===== src/rtl/life_pkg.sv =====
// Shared frame geometry, seeder mode encodings, seeder FSM states and the
// xorshift32 step function for the life frame-buffer tooling.
package life_pkg;

  localparam int H_ACTIVE    = 800;
  localparam int V_ACTIVE    = 600;
  localparam int H_BYTES     = H_ACTIVE / 8;
  localparam int V_LINES     = V_ACTIVE;
  localparam int FRAME_BYTES = H_BYTES * V_LINES;

  localparam logic [1:0] MODE_CLEAR  = 2'd0;
  localparam logic [1:0] MODE_FILL   = 2'd1;
  localparam logic [1:0] MODE_CHECK  = 2'd2;
  localparam logic [1:0] MODE_RANDOM = 2'd3;

  localparam logic [31:0] LIFE_SEED = 32'h2545F491;

  typedef enum logic [1:0] {
    IDLE = 2'd0,
    REQ  = 2'd1,
    DONE = 2'd2
  } seeder_state_e;

  function automatic logic [31:0] xorshift32_step(input logic [31:0] x);
    logic [31:0] t;
    t = x ^ (x << 13);
    t = t ^ (t >> 17);
    t = t ^ (t << 5);
    return t;
  endfunction

endpackage


===== src/rtl/life_xorshift32.sv =====
// Registered xorshift32 generator: loads SEED on reset, advances one step when
// step_en_i is high, and exposes both the current and the next state.
module life_xorshift32
  import life_pkg::*;
#(
  parameter logic [31:0] SEED = LIFE_SEED
) (
  input  logic        clk_i,
  input  logic        rst_i,
  input  logic        step_en_i,
  output logic [31:0] state_o,
  output logic [31:0] next_o
);

  logic [31:0] state_q;
  logic [31:0] state_d;

  assign next_o  = xorshift32_step(state_q);
  assign state_o = state_q;

  // Advance only on request so the sequence position tracks accepted bytes.
  always_comb begin
    state_d = state_q;
    if (step_en_i) begin
      state_d = next_o;
    end else begin
      state_d = state_q;
    end
  end

  // State register; reset is the only reload path.
  always_ff @(posedge clk_i or posedge rst_i) begin
    if (rst_i) begin
      state_q <= SEED;
    end else begin
      state_q <= state_d;
    end
  end

endmodule


===== src/rtl/life_seeder.sv =====
// Frame-buffer seeder: streams one pattern byte per accepted write request.
// Build option: LIFE_SEEDER_BORDER_CLEAR_EN forces the frame's edge cells dead.
module life_seeder
  import life_pkg::*;
#(
  parameter int          ADDR_W  = 19,
  parameter int          H_BYTES = life_pkg::H_BYTES,
  parameter int          V_LINES = life_pkg::V_LINES,
  parameter logic [31:0] SEED    = LIFE_SEED
) (
  input  logic              clk_pixel,
  input  logic              rst,
  input  logic              start,
  input  logic              abort,
  input  logic [1:0]        mode,
  input  logic [2:0]        density,
  output logic              busy,
  output logic              done,
  output logic              wr_req,
  output logic [ADDR_W-1:0] wr_addr,
  output logic [7:0]        wr_data,
  input  logic              wr_ack
);

  localparam int COL_W = (H_BYTES > 1) ? $clog2(H_BYTES) : 1;
  localparam int ROW_W = (V_LINES > 1) ? $clog2(V_LINES) : 1;

  localparam logic [COL_W-1:0]  COL_ONE   = COL_W'(1);
  localparam logic [COL_W-1:0]  COL_LAST  = COL_W'(H_BYTES - 1);
  localparam logic [ROW_W-1:0]  ROW_ONE   = ROW_W'(1);
  localparam logic [ADDR_W-1:0] ADDR_ONE  = ADDR_W'(1);
  localparam logic [ADDR_W-1:0] ADDR_LAST = ADDR_W'(H_BYTES * V_LINES - 1);
`ifdef LIFE_SEEDER_BORDER_CLEAR_EN
  localparam logic [ROW_W-1:0]  ROW_LAST  = ROW_W'(V_LINES - 1);
`endif

  seeder_state_e     state_q, state_d;
  logic [COL_W-1:0]  col_q, col_d, col_n_s;
  logic [ROW_W-1:0]  row_q, row_d, row_n_s;
  logic [ADDR_W-1:0] addr_q, addr_d;
  logic [7:0]        data_q, data_d;
  logic              busy_q, busy_d;
  logic              done_q, done_d;
  logic              req_q, req_d;
  logic [1:0]        mode_q, mode_d;
  logic [2:0]        dens_q, dens_d;
  logic              lfsr_step_s;
  logic [31:0]       lfsr_state_s, lfsr_next_s;
  logic [7:0]        first_byte_s, step_byte_s;

  function automatic logic [7:0] pattern_byte(input logic [1:0] m, input logic [2:0] d,
                                              input logic odd_row, input logic [31:0] x);
    logic [7:0] b;
    b = 8'h00;
    case (m)
      MODE_CLEAR:  b = 8'h00;
      MODE_FILL:   b = 8'hFF;
      MODE_CHECK:  b = odd_row ? 8'h55 : 8'hAA;
      MODE_RANDOM: for (int i = 0; i < 8; i++) b[i] = (x[3*i +: 3] < d);
      default:     b = 8'h00;
    endcase
    return b;
  endfunction

`ifdef LIFE_SEEDER_BORDER_CLEAR_EN
  function automatic logic [7:0] border_clear(input logic [7:0] b, input logic [ROW_W-1:0] r,
                                              input logic [COL_W-1:0] c);
    logic [7:0] o;
    o = b;
    if ((r == {ROW_W{1'b0}}) || (r == ROW_LAST)) begin
      o = 8'h00;
    end else begin
      if (c == {COL_W{1'b0}}) o = o & 8'h7F;
      else                    o = o;
      if (c == COL_LAST)      o = o & 8'hFE;
      else                    o = o;
    end
    return o;
  endfunction
`endif

  life_xorshift32 #(.SEED(SEED)) u_lfsr (
    .clk_i     (clk_pixel),
    .rst_i     (rst),
    .step_en_i (lfsr_step_s),
    .state_o   (lfsr_state_s),
    .next_o    (lfsr_next_s)
  );

  // Raster position following the byte currently on the bus.
  always_comb begin
    col_n_s = col_q + COL_ONE;
    row_n_s = row_q;
    if (col_q == COL_LAST) begin
      col_n_s = {COL_W{1'b0}};
      row_n_s = row_q + ROW_ONE;
    end else begin
      row_n_s = row_q;
    end
  end

  // The following byte uses the LFSR value it will hold after this ack.
  always_comb begin
`ifdef LIFE_SEEDER_BORDER_CLEAR_EN
    first_byte_s = border_clear(pattern_byte(mode, density, 1'b0, lfsr_state_s),
                                {ROW_W{1'b0}}, {COL_W{1'b0}});
    step_byte_s  = border_clear(pattern_byte(mode_q, dens_q, row_n_s[0], lfsr_next_s),
                                row_n_s, col_n_s);
`else
    first_byte_s = pattern_byte(mode, density, 1'b0, lfsr_state_s);
    step_byte_s  = pattern_byte(mode_q, dens_q, row_n_s[0], lfsr_next_s);
`endif
  end

  // Next-state and registered-output logic.
  always_comb begin
    state_d     = state_q;
    col_d       = col_q;
    row_d       = row_q;
    addr_d      = addr_q;
    data_d      = data_q;
    busy_d      = busy_q;
    done_d      = 1'b0;
    req_d       = req_q;
    mode_d      = mode_q;
    dens_d      = dens_q;
    lfsr_step_s = 1'b0;
    case (state_q)
      IDLE: begin
        busy_d = 1'b0;
        req_d  = 1'b0;
        if (start && !abort) begin
          mode_d  = mode;
          dens_d  = density;
          col_d   = {COL_W{1'b0}};
          row_d   = {ROW_W{1'b0}};
          addr_d  = {ADDR_W{1'b0}};
          data_d  = first_byte_s;
          busy_d  = 1'b1;
          req_d   = 1'b1;
          state_d = REQ;
        end else begin
          state_d = IDLE;
        end
      end
      REQ: begin
        lfsr_step_s = wr_ack;
        if (abort) begin
          busy_d  = 1'b0;
          req_d   = 1'b0;
          state_d = IDLE;
        end else if (wr_ack && (addr_q == ADDR_LAST)) begin
          busy_d  = 1'b0;
          req_d   = 1'b0;
          done_d  = 1'b1;
          state_d = DONE;
        end else if (wr_ack) begin
          col_d  = col_n_s;
          row_d  = row_n_s;
          addr_d = addr_q + ADDR_ONE;
          data_d = step_byte_s;
        end else begin
          state_d = REQ;
        end
      end
      DONE: begin
        busy_d  = 1'b0;
        req_d   = 1'b0;
        state_d = IDLE;
      end
      default: begin
        busy_d  = 1'b0;
        req_d   = 1'b0;
        state_d = IDLE;
      end
    endcase
  end

  // State and output registers; reset drops the request asynchronously.
  always_ff @(posedge clk_pixel or posedge rst) begin
    if (rst) begin
      state_q <= IDLE;
      col_q   <= {COL_W{1'b0}};
      row_q   <= {ROW_W{1'b0}};
      addr_q  <= {ADDR_W{1'b0}};
      data_q  <= 8'h00;
      busy_q  <= 1'b0;
      done_q  <= 1'b0;
      req_q   <= 1'b0;
      mode_q  <= MODE_CLEAR;
      dens_q  <= 3'd0;
    end else begin
      state_q <= state_d;
      col_q   <= col_d;
      row_q   <= row_d;
      addr_q  <= addr_d;
      data_q  <= data_d;
      busy_q  <= busy_d;
      done_q  <= done_d;
      req_q   <= req_d;
      mode_q  <= mode_d;
      dens_q  <= dens_d;
    end
  end

  assign busy    = busy_q;
  assign done    = done_q;
  assign wr_req  = req_q;
  assign wr_addr = addr_q;
  assign wr_data = data_q;

endmodule


===== config.mk =====
export PLATFORM = sky130hd
export DESIGN_NAME = life_seeder
export DESIGN_NICKNAME = d
export VERILOG_FILES = /design/src/rtl/life_pkg.sv /design/src/rtl/life_xorshift32.sv /design/src/rtl/life_seeder.sv
export SDC_FILE = /design/constraint.sdc
export NUM_CORES = 1
export LEC_CHECK = 0
export ABC_AREA = 1
export CAP_MARGIN = 20
export CORE_MARGIN = 2
export CORE_UTILIZATION = 35
export CTS_CLUSTER_SIZE = 14
export DETAILED_ROUTE_END_ITERATION = 10
export PLACE_DENSITY = 0.5
export SYNTH_ARGS = -nofsm -noshare
export SYNTH_HDL_FRONTEND = slang
export SYNTH_SLANG_ARGS = --single-unit

===== constraint.sdc =====
create_clock -name clk_pixel -period 7.2 [get_ports clk_pixel]
set_input_delay 1.44 -clock clk_pixel [delete_from_list [all_inputs] [get_ports clk_pixel]]
set_output_delay 1.44 -clock clk_pixel [all_outputs]
set_load 0.03 [all_outputs]

==> results of run 1 <==
## worst paths after layout
kind	slack, ns	cells after the start	end
hold reg to reg	0.48	2	wr_data[3]
max in group asynchronous	5.10	4	u_lfsr.state_o[29]
setup reg to reg	4.59	9	wr_addr[15]
min in group asynchronous	1.45	3	dens_q[1]
hold / removal	0.48	2	wr_data[3]
setup / recovery	3.91	8	wr_addr[15]
## critical path, cell delays in order
cell	delay [ns]
clkdlybuf4s50_1	0.44
nor2_1	0.10
nand3_1	0.32
o21ai_2	0.16
nand2_2	0.44
inv_4	0.43
nand3_1	0.10
o21ai_1	0.10
## metal layers
layer	vias to the layer above	global-route usage (%)
met5	-	0
met4	0	5.49
met3	15	3.31
met2	69	29.3
met1	2159	26.8
li1	2295	-
## flip-flops by register name (all words and copies together) (netlist names)
signal	flops
row_q	1
done	1
wr_data	8
col_q	7
state_q	2
wr_addr	19
u_lfsr.state_o	32
wr_req	1
dens_q	3
mode_q	2
## cells in the final DEF (no fill, tap or decap), drive strengths merged
cell           count
nor3               7
o31ai              1
dfrtp             62
nor2              45
clkinv             6
a211oi             2
o21ai             52
nor4               2
inv               71
or2                2
dfstp             14
o21bai             3
xor2              33
a21oi             25
nand3             54
clkdlybuf4s50     39
ha                34
nand3b             2
nand2            221
a21o               2
bufinv             1
o211ai             8
nand4              5
xnor2             28
buf                3
clkbuf            10
## through the flow
stage          setup WS [ns]  power [mW]
6_report                3.91        2.74
4_1_cts                 3.85        2.75
3_5_place_dp            3.52        2.29
2_1_floorplan           3.84        1.87
5_1_grt                 3.58        3.02
3_3_place_gp            3.57        2.26
## power breakdown
part	switching, mW	leakage [nW]	internal (mW)
combinational	0.945	1.76	0.622
sequential	0.150	0.956	0.572
clock	0.183	0.142	0.265
total	1.28	2.86	1.46
## cells by family (layout without fill, tap and decap cells)
group                    Yosys count  in the layout  synth area share [%]
AND/OR/NAND/NOR                  338            338                  27.0
flip-flops                        76             76                  36.9
adder cells (fa/ha/maj)           34             34                  8.17
AO/OA/AOI/OAI                     93             93                  9.78
XOR/XNOR                          61             61                  11.0
buffers and inverters             91            130                  7.19
## layout make-up
class / count / area [um^2]
clock inverters: 5 / 53.8
flip-flops and latches: 76 / 1920
repair buffers: 42 / 433
multi-input cells: 526 / 2910
inverters: 73 / 278
clock buffers: 10 / 229
fillers: 1488 / 8480
well taps: 184 / 230
==> metrics.md, run 1 <==
| Metric | Value |
|---|---|
| Startpoint types | `primary input` |
| Port-buffer cells | `39` |
| Drt initial violations | `277` |
| Final Skew | `0.00798 ns` |
| Min Tclk post-route | `3.29 ns` |
| First-pass GRT wire length | `23600 um` |
| Router iterations before antenna repair | `5` |
| Final Cell Area | `6060 um^2` |
| CTS Buffer Depth | `2` |
| Synthesized area | `5210 um^2` |
| RSZ-0062 raised after global routing | `no` |
| Largest net degree at the start of global routing | `77` |
| Top-count cell post-synth | `nand2_1` |
| Post-route insts no fill | `916` |
| Post-CTS setup buffer count | `0` |
| Die area | `15900 um^2` |
| Width of the die | `126 um` |
| Routed wl met2 | `6480 um` |
| Net Count, Synth | `737` |
| Hold Path Origin | `wr_data[3]` |
| Worst Setup Path Type | `in -> reg` |
| Boundary Pins | `40` |
| Leak Pwr | `2.86 nW` |
| ANT cells | `0` |
| Worst slew margin | `42.0%` |
| Vias per cell | `4.95` |
| Reg2reg start | `state_q[1]` |
| Hpwl dp | `10600 um` |
| Top routing layer in use | `met4` |
| Hold_ws | `0.480 ns` |
| Synth unique cells | `38` |
| CP endpoint kind | `flop` |
| Placed insts | `900` |
| P per Cell Area | `452 nW/um^2` |
| Layout cells sized above 1 | `6.97%` |
| Clock slew at reported path FFs | `0.06 ns` |
| Source of the critical timing path | `abort` |
| Outcome | `finished clean` |
| Synth area leaders | `dfrtp_1, nand2_1, ha_1` |
| Syn_area_per_cell | `7.51 um^2` |
| Post-synth EDFFs | `0` |
| Max-slew violations | `0` |
| Routed length on met3 | `429 um` |
| Area after DPL | `5750 um^2` |
| Post-synth top flop | `dfrtp_1` |
| DRC | `0` |
| Post-Syn Instances | `693` |
| Root Buffer Master | `clkbuf_16` |
| WL/cell | `15.6 um` |
| IR drop worst, VDD | `0.199 mV` |
| Yosys reg bits | `76` |
| CTS tree | `yes` |
| Syn-to-layout area delta | `16.3%` |
| CTS H-tree depth | `3` |
| Yosys warnings | `0` |
| Vias | `4538` |
| Hold Path Class | `reg -> reg` |
| Sequential area share after synthesis | `36.9%` |
| Maxcap violations | `0` |
| Final hold viol count | `0` |
| Critical Path RT | `7.47 ns` |
| Post-synth top area share | `29.8%` |
| Synth async-reset ratio | `100%` |
| Global route overflow | `0` |
| Setup TNS | `0 ns` |
| CTS sink count | `76` |
| Fmax | `0.304 GHz` |
| Placer Congestion | `0.880` |
| Data arrival, critical path | `3.56 ns` |
| Tot GR Track Use | `18.8%` |
| Final wirelength | `14300 um` |
| Vias in the first global route | `4535` |
| Die Y | `126 um` |
| Layout Nets | `772` |
| Number of routed nets with antenna violations | `0` |
| Crit-path max FO | `41` |
| CTS Hold Bufs | `0` |
| Core Area | `14500 um^2` |
| Clock Latency Late Sink | `0.35 ns` |
| Post-layout util | `41.7%` |
| Post-Route M1 WL | `7160 um` |
| Final count of negative-setup-slack endpoints | `0` |
| Tcrit/Tclk final | `45.7%` |
| Post_cts resized | `0` |
| Dominant cell type by area after synthesis | `dfrtp_1` |
| Initial antenna violation count | `0` |
| Slew at the pin closest to its max-slew limit | `0.869 ns` |
| Site Rows | `44` |
| Initial Utilization | `35.8%` |
| Commonest cells in the netlist | `nand2_1, inv_1, dfrtp_1` |
| Total clock buffers created by CTS | `9` |
(Power assumes the default switching activity.)
==> inputs of run 2 (changes only) <==
--- a/config.mk
+++ b/config.mk
@@ -11,7 +11,7 @@
 export CORE_UTILIZATION = 35
 export CTS_CLUSTER_SIZE = 14
 export DETAILED_ROUTE_END_ITERATION = 10
-export PLACE_DENSITY = 0.5
+export PLACE_DENSITY = 0.52
 export SYNTH_ARGS = -nofsm -noshare
 export SYNTH_HDL_FRONTEND = slang
 export SYNTH_SLANG_ARGS = --single-unit
==> constraint.sdc (replaced) <==
create_clock -name clk_pixel -period 2.8 [get_ports clk_pixel]
set_input_delay 0.56 -clock clk_pixel [delete_from_list [all_inputs] [get_ports clk_pixel]]
set_output_delay 0.56 -clock clk_pixel [all_outputs]
set_load 0.03 [all_outputs]
==> run 2 against run 1 <==
Worst hold slack better by 0.0063 ns. Register-to-register slack worse by 4.1 ns. Global-route usage is 0.28 points lower. Clock power is 140% higher. Clock-buffer cell count is 1 lower. Cell area is 0.76% higher. Highest routed layer unchanged.
==> metrics.md, run 2 (synthesis results as in run 1) <==
| Metric | Value |
|---|---|
| CTS sink count | `76` |
| # fillers | `1478` |
| Fmax | `0.426 GHz` |
| FF-to-FF setup slack | `0.45 ns` |
| Hold Path Cell Cnt | `2` |
| Largest net degree at the start of global routing | `38` |
| Width of the die | `126 um` |
| Grt peak-use layer | `met2` |
| Post_cts resized | `0` |
| Met2 Usage GRT | `28.7%` |
| Footprint of the multi-input gates | `2910 um^2` |
| CP endpoint kind | `flop` |
| Setup TNS | `0 ns` |
| Final Skew | `0.00978 ns` |
| Hpwl dp | `10600 um` |
| Reg2Reg Depth | `9` |
| Root Buffer Master | `clkbuf_16` |
| Slew at the pin closest to its max-slew limit | `0.862 ns` |
| WL/cell | `15.1 um` |
| Data arrival, critical path | `2.63 ns` |
| Vias per cell | `4.98` |
| Router iterations before antenna repair | `5` |
| Final wirelength | `13900 um` |
| Worst r2r dst | `wr_data[2]` |
| Post-CTS setup buffer count | `0` |
| DRC | `0` |
| Startpoint types | `flop` |
| Core Area | `14500 um^2` |
| Max-slew violations | `0` |
| CTS Buffer Depth | `2` |
| Register area | `1920 um^2` |
| CP Cell Sequence | `xnor2_1, xor2_1, xnor2_1, ha_1, a211oi_1, nand2_1, nand2_1, nand2_1, nand2_1` |
| CTS Hold Bufs | `0` |
| First-pass GRT wire length | `23100 um` |
| Die area | `15900 um^2` |
| Maxcap violations | `0` |
| Syn-to-layout area delta | `17.2%` |
| Tcrit/Tclk final | `83.9%` |
| Layout Nets | `778` |
| Drt initial violations | `375` |
| Max FFs per register | `32` |
| Port-buffer cells | `39` |
| Slowest stage delay, CP | `0.46 ns` |
| Most frequent cell on the critical path | `nand2_1` |
| RSZ-0062 raised after global routing | `no` |
| Hold path endpoint | `wr_data[7]` |
| WP buf/inv | `0` |
| Hold Path Class | `reg -> reg` |
| ANT cells | `0` |
| Crit-path max FO | `3` |
| Site Rows | `44` |
| Leak Pwr | `2.88 nW` |
| Layout cells sized above 1 | `7.98%` |
| Met3 Resource Use GR | `2.68%` |
| P per Cell Area | `1160 nW/um^2` |
| Critical Path RT | `3.08 ns` |
| Global route overflow | `0` |
| Worst Setup Path Type | `reg -> reg` |
| Vias | `4595` |
| Reg2reg start | `u_lfsr.state_o[20]` |
| Commonest non-fill, non-tap cells in the layout | `nand2_1, inv_1, dfrtp_1` |
| Die Y | `126 um` |
| CTS tree | `yes` |
| Most common library cell in the layout ignoring fill and taps | `nand2_1` |
| Vias in the first global route | `4400` |
| IR drop worst, VDD | `0.629 mV` |
| Clock Latency Late Sink | `0.35 ns` |
| CTS H-tree depth | `3` |
| Hold Path Origin | `wr_data[7]` |
| Tot GR Track Use | `18.5%` |
| Final hold viol count | `0` |
| Outcome | `finished clean` |
| Min Tclk post-route | `2.35 ns` |
| Number of routed nets with antenna violations | `0` |
| Placer Congestion | `0.902` |
| Total power | `7.05 mW` |
| Total clock buffers created by CTS | `9` |
| Initial Utilization | `35.8%` |
| Final count of negative-setup-slack endpoints | `0` |
| Clock slew at reported path FFs | `0.06 ns` |
| Boundary Pins | `40` |
| CP delay by family, top | `XOR/XNOR gates` |
| GR Layer Usage met1 | `26.4%` |
| Initial antenna violation count | `0` |
| CP max stage cell | `xnor2_1` |
| Worst slew margin | `42.5%` |
[run 2: worst max-delay path by stage]
| stage | from | end | slack (ns) | depth (start not counted) |
|---|---|---|---|---|
| finish | u_lfsr.state_o[20] | wr_data[2] | 0.45 | 9 |
| floorplan | rst | col_q[0] | 0.32 | 1 |
| detailed placement | wr_ack | wr_addr[2] | 0.38 | 8 |
| global route | u_lfsr.state_o[20] | wr_data[2] | 0.29 | 9 |
| CTS | u_lfsr.state_o[20] | wr_data[2] | 0.46 | 9 |
| global placement | wr_ack | col_q[0] | 0.42 | 8 |
[run 2: worst register-to-register path, delay by kind of cell (launching register included)]
family	cells	cell delay, ns
xor gates and xnor gates	3	1.07
DFF	1	0.41
adders and majority gates	1	0.34
and+or+nand+nor	4	0.25
AOI/OAI and AO/OA	1	0.23
[run 2: per-layer routing]
| layer | vias up | part of all wire, % |
|---|---|---|
| met4 | 0 | 1.7 |
| met3 | 16 | 3.7 |
| met1 | 2171 | 50 |
| li1 | 2308 | - |
| met5 | - | 0 |
| met2 | 100 | 45 |
[run 2: power breakdown]
part           total [mW]  leakage (nW)  internal [mW]  switching, mW
sequential           1.86         0.956           1.47          0.384
combinational        4.09          1.79           1.66           2.44
clock                1.10         0.128          0.603          0.501
total                7.05          2.88           3.73           3.32
[run 2: cell type report]
type	instances	share of cell area (%)
Inverter	73	4.55
Timing Repair Buffer	48	7.91
Clock buffer	9	3.69
Clock inverter	7	0.882
Multi-Input combinational cell	526	47.7
Sequential cell	76	31.5
Tap cell	184	3.77
[run 2: through the flow]
step           std cells  hold slack [ns]  util, %  setup WS (ns)  cell area (um^2)
6_report             923            0.486     42.0          0.451              6100
5_1_grt              923            0.518     42.0          0.288              6100
4_1_cts              923            0.489     42.0          0.458              6100
3_5_place_dp         907            0.473     40.1          0.384              5820
3_3_place_gp         907            0.475     40.1          0.420              5820
2_1_floorplan        693            0.453        -          0.325              5210
==> inputs of run 3 (changes only) <==
--- a/config.mk
+++ b/config.mk
@@ -11,7 +11,7 @@
 export CORE_UTILIZATION = 35
 export CTS_CLUSTER_SIZE = 14
 export DETAILED_ROUTE_END_ITERATION = 10
-export PLACE_DENSITY = 0.52
+export PLACE_DENSITY = 0.5
 export SYNTH_ARGS = -nofsm -noshare
 export SYNTH_HDL_FRONTEND = slang
 export SYNTH_SLANG_ARGS = --single-unit
==> constraint.sdc (replaced) <==
create_clock -name clk_pixel -period 2.3 [get_ports clk_pixel]
set_input_delay 0.46 -clock clk_pixel [delete_from_list [all_inputs] [get_ports clk_pixel]]
set_output_delay 0.46 -clock clk_pixel [all_outputs]
set_load 0.03 [all_outputs]
==> run 3 against run 2 <==
Fmax increased by 5.5%. Sequential power increased by 22%. Routed wire length increased by 3.0%. Worst setup slack got worse by 0.38 ns. Sequential share of layout area decreased by 1.3 points. Global-route usage increased by 0.43 points. Clock-buffer cell count increased by 1. Die area unchanged. Utilization increased by 1.8 points.
==> metrics.md, run 3 (synthesis results as in run 1) <==
| Metric | Value |
|---|---|
| Met3 Resource Use GR | `3.40%` |
| Met2 Usage GRT | `30.1%` |
| ANT cells | `0` |
| Initial Utilization | `35.8%` |
| WL/cell | `15.2 um` |
| Vias per cell | `4.87` |
| Layout cells sized above 1 | `11.1%` |
| Fmax | `0.449 GHz` |
| Leak Pwr | `3.02 nW` |
| Die Y | `126 um` |
| Outcome | `finished clean` |
| First-pass GRT wire length | `23600 um` |
| Max FFs per register | `32` |
| CTS sink count | `76` |
| Vias in the first global route | `4401` |
| Final count of negative-setup-slack endpoints | `0` |
| Layout Nets | `797` |
| Largest net degree at the start of global routing | `77` |
| Drt initial violations | `283` |
| Reg2reg start | `u_lfsr.state_o[7]` |
| Comb pwr share | `58.7%` |
| Post-route insts no fill | `942` |
| Hold_ws | `0.485 ns` |
| Reg2Reg Depth | `9` |
| DRC | `0` |
| CTS tree | `yes` |
| Sequential share of power | `23.6%` |
| PnR worst setup slack | `0.0744 ns` |
| Placed insts | `922` |
| Hold Path Cell Cnt | `2` |
| Initial antenna violation count | `0` |
| Port-buffer cells | `39` |
| Total clock buffers created by CTS | `9` |
| Clock Power Share | `17.6%` |
| Post-layout util | `43.8%` |
| IR drop worst, VDD | `0.751 mV` |
| Final hold viol count | `0` |
| Commonest non-fill, non-tap cells in the layout | `nand2_1, inv_1, dfrtp_1` |
| CTS Hold Bufs | `0` |
| Setup TNS | `0 ns` |
| RSZ-0062 raised after global routing | `no` |
| Placer Congestion | `0.859` |
| Root Buffer Master | `clkbuf_16` |
| Psw | `4.21 mW` |
| Slew at the pin closest to its max-slew limit | `0.511 ns` |
| Worst r2r dst | `wr_data[2]` |
| Critical Path RT | `2.58 ns` |
| Most common library cell in the layout ignoring fill and taps | `nand2_1` |
| Switching fraction of total power | `44.0%` |
| Global route overflow | `0` |
| CP endpoint kind | `flop` |
| Data arrival, critical path | `2.51 ns` |
| Total power | `9.56 mW` |
| FF-to-FF setup slack | `0.07 ns` |
| Hold path endpoint | `wr_data[6]` |
| Worst slew margin | `65.7%` |
| Final wirelength | `14300 um` |
| Internal power | `5.35 mW` |
| Grt peak-use layer | `met2` |
| Final Cell Area | `6360 um^2` |
| CTS H-tree depth | `3` |
| Area after DPL | `5940 um^2` |
| Crit-path max FO | `2` |
| Router iterations before antenna repair | `4` |
| Width of the die | `126 um` |
| Maxcap violations | `0` |
| Clock Latency Late Sink | `0.35 ns` |
| Final Skew | `0.0109 ns` |
| Hold Path Class | `reg -> reg` |
| Max-slew violations | `0` |
| Hold Path Origin | `wr_data[6]` |
| Vias | `4589` |
| Number of routed nets with antenna violations | `0` |
| GR Layer Usage met1 | `26.5%` |
| Boundary Pins | `40` |
| Startpoint types | `flop` |
| Core Area | `14500 um^2` |
| P per Cell Area | `1500 nW/um^2` |
| Tcrit/Tclk final | `96.8%` |
| Die area | `15900 um^2` |
| Min Tclk post-route | `2.23 ns` |
| Place WS | `0.0416 ns` |
| CTS Buffer Depth | `2` |
| Clock slew at reported path FFs | `0.06 ns` |
| Syn-to-layout area delta | `22.2%` |
| Tot GR Track Use | `18.9%` |
| Worst Setup Path Type | `reg -> reg` |
| Hpwl dp | `10700 um` |
| Site Rows | `44` |
[run 3: power by group through the flow]
stage	combinational, mW	clock, mW	sequential (mW)
floorplan	3.63	0	2.23
global placement	5.28	0	2.28
detailed placement	5.33	0	2.28
CTS	5.38	1.72	2.26
global route	6.37	1.79	2.32
finish	5.62	1.69	2.26
[run 3: critical path: stages, from the launching register on]
cell and delay, ns:
dfstp_2 0.54, xnor2_1 0.17, xor2_1 0.15, xnor2_1 0.47
ha_1 0.34, a211oi_1 0.23, nand2_1 0.07, nand2_1 0.07
nand2_1 0.05, nand2_1 0.05
[run 3: worst max-delay path by stage]
stage	slack (ns)	depth (start not counted)	end	startpoint
2_1_floorplan	0.38	9	wr_data[2]	u_lfsr.state_o[7]
3_3_place_gp	0.03	12	wr_data[4]	u_lfsr.state_o[14]
3_5_place_dp	0.04	9	wr_data[3]	u_lfsr.state_o[15]
4_1_cts	0.02	9	wr_data[3]	u_lfsr.state_o[15]
5_1_grt	0.006	9	wr_data[2]	u_lfsr.state_o[7]
6_report	0.07	9	wr_data[2]	u_lfsr.state_o[7]
[run 3: final cells by class]
cell class,instances,area [um^2]
multi-input cells,526,2960
well taps,184,230
flip-flops and latches,76,1920
clock buffers,10,239
repair buffers,67,626
inverters,73,280
fillers,1462,8170
clock inverters,6,111
[run 3: timing repair]
action / CTS / global route
setup buffers: 0 / 4
setup endpoints to repair: 0 / 5
gates resized for setup: 0 / 7
hold endpoints to repair: 0 / 0
[run 3: layer usage]
metal | routed length, um | part of all wire [%]
met4 | 198 | 1.4
met3 | 517 | 3.6
met2 | 6570 | 46
met5 | 0 | 0
met1 | 7040 | 49
